File: config.mk
export PLATFORM = sky130hd
export DESIGN_NAME = pulse_blinker
export DESIGN_NICKNAME = d
export VERILOG_FILES = /design/src/rtl/pulse_blinker.sv
export SDC_FILE = /design/constraint.sdc
export NUM_CORES = 1
export LEC_CHECK = 0
export BUFFER_PORTS_ARGS = -buffer_cell sky130_fd_sc_hd__buf_4
export CORE_UTILIZATION = 50
export DETAILED_ROUTE_END_ITERATION = 6
export GPL_TIMING_DRIVEN = 0
export PLACE_DENSITY = 0.79
export SYNTH_ARGS = -nofsm -noshare
export SYNTH_HDL_FRONTEND = slang
export SYNTH_SLANG_ARGS = --single-unit
File: constraint.sdc
create_clock -name clk -period 5.3 [get_ports clk]
set_clock_uncertainty 0.05 [all_clocks]
set_input_delay 0.265 -clock clk [delete_from_list [all_inputs] [get_ports clk]]
set_output_delay 0.265 -clock clk [all_outputs]
set_load 0.02 [all_outputs]
File: src/rtl/pulse_blinker.sv
// pulse_blinker: stretches single-cycle event strobes into ON/OFF blinks, queueing events that arrive mid-blink.
module pulse_blinker #(
  parameter int ON_CYCLES  = 4,
  parameter int OFF_CYCLES = 2,
  parameter int TW         = 8,
  parameter int CNT_W      = 2
) (
  input  logic             clk,
  input  logic             reset,
  input  logic             in,
  input  logic             clr_ovf,
  output logic             out,
  output logic             busy,
  output logic             done,
  output logic [CNT_W-1:0] pending,
  output logic             ovf
);
  localparam logic [1:0] S_IDLE = 2'd0;
  localparam logic [1:0] S_ON   = 2'd1;
  localparam logic [1:0] S_OFF  = 2'd2;
  localparam logic [TW-1:0] ON_LD  = TW'(ON_CYCLES - 1);
  localparam logic [TW-1:0] OFF_LD = TW'(OFF_CYCLES - 1);
  localparam logic [CNT_W-1:0] P_MAX = '1;

  logic [1:0]       state_q, state_d;
  logic [TW-1:0]    timer_q, timer_d;
  logic [CNT_W-1:0] pending_q, pending_d;
  logic             ovf_q, ovf_d, out_q, out_d, busy_q, busy_d, done_q, done_d;
  logic             tz, restart, queue, drop;

  always_comb begin
    tz        = timer_q == '0;
    restart   = state_q == S_OFF && tz && (pending_q != '0 || in);
    // an event landing on the restart edge is consumed by that restart, never queued
    queue     = in && state_q != S_IDLE && !restart;
    drop      = queue && pending_q == P_MAX;
    state_d   = state_q == S_IDLE ? (in ? S_ON : S_IDLE) :
                !tz               ? state_q :
                state_q == S_ON   ? S_OFF :
                restart           ? S_ON : S_IDLE;
    timer_d   = state_q == S_IDLE ? (in ? ON_LD : '0) :
                !tz               ? timer_q - 1'b1 :
                state_q == S_ON   ? OFF_LD :
                restart           ? ON_LD : '0;
    pending_d = restart && !in    ? pending_q - 1'b1 :
                queue && !drop    ? pending_q + 1'b1 : pending_q;
    ovf_d     = drop | (ovf_q & ~clr_ovf);
    out_d     = state_d == S_ON;
    busy_d    = state_d != S_IDLE;
    done_d    = state_d == S_OFF && timer_d == '0;
  end

  always_ff @(posedge clk or posedge reset) begin
    if (reset) begin
      state_q   <= S_IDLE;
      timer_q   <= '0;
      pending_q <= '0;
      ovf_q     <= 1'b0;
      out_q     <= 1'b0;
      busy_q    <= 1'b0;
      done_q    <= 1'b0;
    end else begin
      state_q   <= state_d;
      timer_q   <= timer_d;
      pending_q <= pending_d;
      ovf_q     <= ovf_d;
      out_q     <= out_d;
      busy_q    <= busy_d;
      done_q    <= done_d;
    end
  end

  assign out     = out_q;
  assign busy    = busy_q;
  assign done    = done_q;
  assign pending = pending_q;
  assign ovf     = ovf_q;
endmodule

==> results.txt <==
outcome = complete, but fails checks
violated checks = negative hold slack
power per cell area = 626.3 nW/um2
Fill cells = 130
Top Ports = 10
total wire length = 1686 um
# Post-CTS Setup Buffers = 0
Site Rows = 14
Via density = 5.519
leakage = 0.4502 nW
pre-CTS setup slack = 3.289 ns
die span in x = 44.30 um
Worst Setup Start Kind = register
Fin. Hold Viols = 16
sequential element share of the synthesized area = 0.4476
met3 track demand over resource = 0.02449
drt wl/cell = 12.49 um
Detailed Route Iter0 Violations = 31
CTS Buf Count = 3
DR vias = 745
clock root buffer = clkbuf_4
hold crit path type = input pin to asynchronous set/reset pin
Clock Sink Count = 16
Post-CTS Hold Buffers = 0
Final WS setup = 3.227 ns
Yosys top cell by area = dfrtp_1
Global Route Usage Sum = 0.1947
first-pass GRT wire length = 2766 um
drt pass-1 iters = 7
#FFs+latches synth = 16
Worst VDD drop = 0.2865 mV
Post-synth top cells = 16 x dfrtp_1, 13 x nand2_1, 10 x nor2_1
Synth warnings = 0
post-CTS resize count = 0
Pwr Total = 0.6355 mW
# nets final = 119
Worst slew margin = 0.6071
Clock Path Buffers = 2
Synth area leaders = dfrtp_1 45%, nand2_1 5.5%, nor2_1 4.2%
HPWL after DPL = 1259 um
Worst Setup End Kind = register
Die Height = 44.30 um
share of cells above drive strength 1 = 0.1622
setup TNS = 0 ns
largest net degree at the start of global routing = 17
DRC viols = 0
EDFF count, synth = 0
Post-synth ARST share = 1.000
critical path fanouts, max = 10
Post-Synthesis Cells = 99
Final Wtd Congestion = 0.8371
Ant. Diodes = 0
clock transition at the registers of the reported paths = 0.09 ns
GRT overflow = 0
ys flop type = dfrtp_1
RSZ-0062 raised after global routing = false
Setup violations, final = 0
share of the synthesized area in the top cell type = 0.4476
Distinct cells, synth = 36
H-tree depth = 1
count leader, synth = dfrtp_1
GRT Max-Usage Layer = met1
CTS tree = done
CP required = 5.44 ns
area grow syn2layout = 13.43%
syn_nets = 105
vias in the first global route = 625
hold slack final = -0.01622 ns
crit path DAT = 2.21 ns
Port Buffers = 9
f_max = 482.4 MHz
Setup CP Type = register to register
fin crit share = 0.3911
mapped cell area = 894.6 um2
post-route antenna net violation count = 0
die area = 1962 um2
Max Cap Viol = 0
starting density of the core = 0.5612
fin. max-slew vios = 0
clock latency on the worst-skew pair = 0.29 ns
grt met2 use = 0.2735
fin crit period = 2.073 ns
Core Region = 1594 um2
initial antenna violation count = 0
Worst Tran Pin Value = 0.5888 ns
routing usage on met1 = 0.2887
post-synthesis area per instance = 9.036 um2
worst max-delay path, cell delays in order, from the launching register on:
cell	delay, ns
dfrtp_1	0.45
nor4_1	0.54
nand2_1	0.21
buf_2	0.23
nor4_1	0.18
a21oi_1	0.07
o311ai_1	0.25
final timing paths:
path | end | cells past startpoint | start | slack [ns]
worst max-delay path | pending[0] | 6 | timer_q[4] | 3.23
worst min-delay path | state_q[0] | 2 | reset | -0.02
worst max register to register | pending[0] | 6 | timer_q[4] | 3.23
worst min register to register | ovf | 2 | ovf | 0.49
max in group asynchronous | done | 2 | reset | 4.83
min in group clk | ovf | 2 | clr_ovf | 0.09
sequential cells by signal, summed over array words and instances (netlist names):
name,count
timer_q,8
pending,2
state_q,2
out,1
done,1
ovf,1
busy,1
report_power, final:
part | switching, mW | internal [mW]
Combinational | 0.207 | 0.146
Clock | 0.0364 | 0.0264
Sequential | 0.0473 | 0.172
Total | 0.290 | 0.345
kinds of logic after synthesis:
| kind of cell | after synthesis | share of synthesized area |
|---|---|---|
| adder cells (fa/ha/maj) | 2 | 0.02797 |
| flip-flops | 16 | 0.4475 |
| AND/OR/NAND/NOR | 39 | 0.2336 |
| buffers and inverters | 11 | 0.04894 |
| XOR/XNOR | 7 | 0.06853 |
| AO/OA/AOI/OAI | 24 | 0.1734 |
per-layer routing:
| metal | vias up | wire length (um) |
|---|---|---|
| met3 | 3 | 69 |
| met4 | 0 | 27 |
| met1 | 339 | 853 |
| li1 | 379 | - |
| met5 | - | 0 |
| met2 | 24 | 735 |
cell usage in the layout, fill, tap and decap left out, types with 2 or more instances in the layout:
cell type | netlist | layout
dfrtp_1 | 16 | 16
o21ai_0 | 3 | 3
o21ai_1 | 2 | 2
nor2_1 | 10 | 10
o22ai_1 | 2 | 2
nor4_1 | 2 | 2
inv_1 | 6 | 6
nand2_1 | 13 | 13
a31oi_1 | 2 | 2
clkbuf_4 | 0 | 3
xor2_1 | 4 | 4
clkbuf_1 | 3 | 3
buf_4 | 0 | 9
ha_1 | 2 | 2
xnor2_1 | 3 | 3
a21oi_1 | 6 | 6
nor3_1 | 4 | 4
area by class of cell:
type / instances / area, um2 / share of cell area
flip-flops and latches: 16 / 400.4 / 0.3946
plain buffers: 5 / 21.27 / 0.02096
multi-input cells: 72 / 450.4 / 0.4439
inverters: 6 / 22.52 / 0.02219
well taps: 24 / 30.03 / 0.02959
clock buffers: 3 / 22.52 / 0.02219
repair buffers: 9 / 67.56 / 0.06658
per-stage QoR:
| stage | hold WS, ns | std cells | util | instance area [um2] |
|---|---|---|---|---|
| final | -0.01622 | 135 | 0.6366 | 1015 |
| after global routing | 0.05212 | 135 | 0.6366 | 1015 |
| after CTS | 0.01076 | 135 | 0.6366 | 1015 |
| after detailed placement | 0.3273 | 132 | 0.6224 | 992.2 |
| after global placement | 0.3150 | 132 | 0.6224 | 992.2 |
| after floorplan | 0.1287 | 99 | - | 894.6 |
Note: power is estimated with default switching activity, not from simulation.
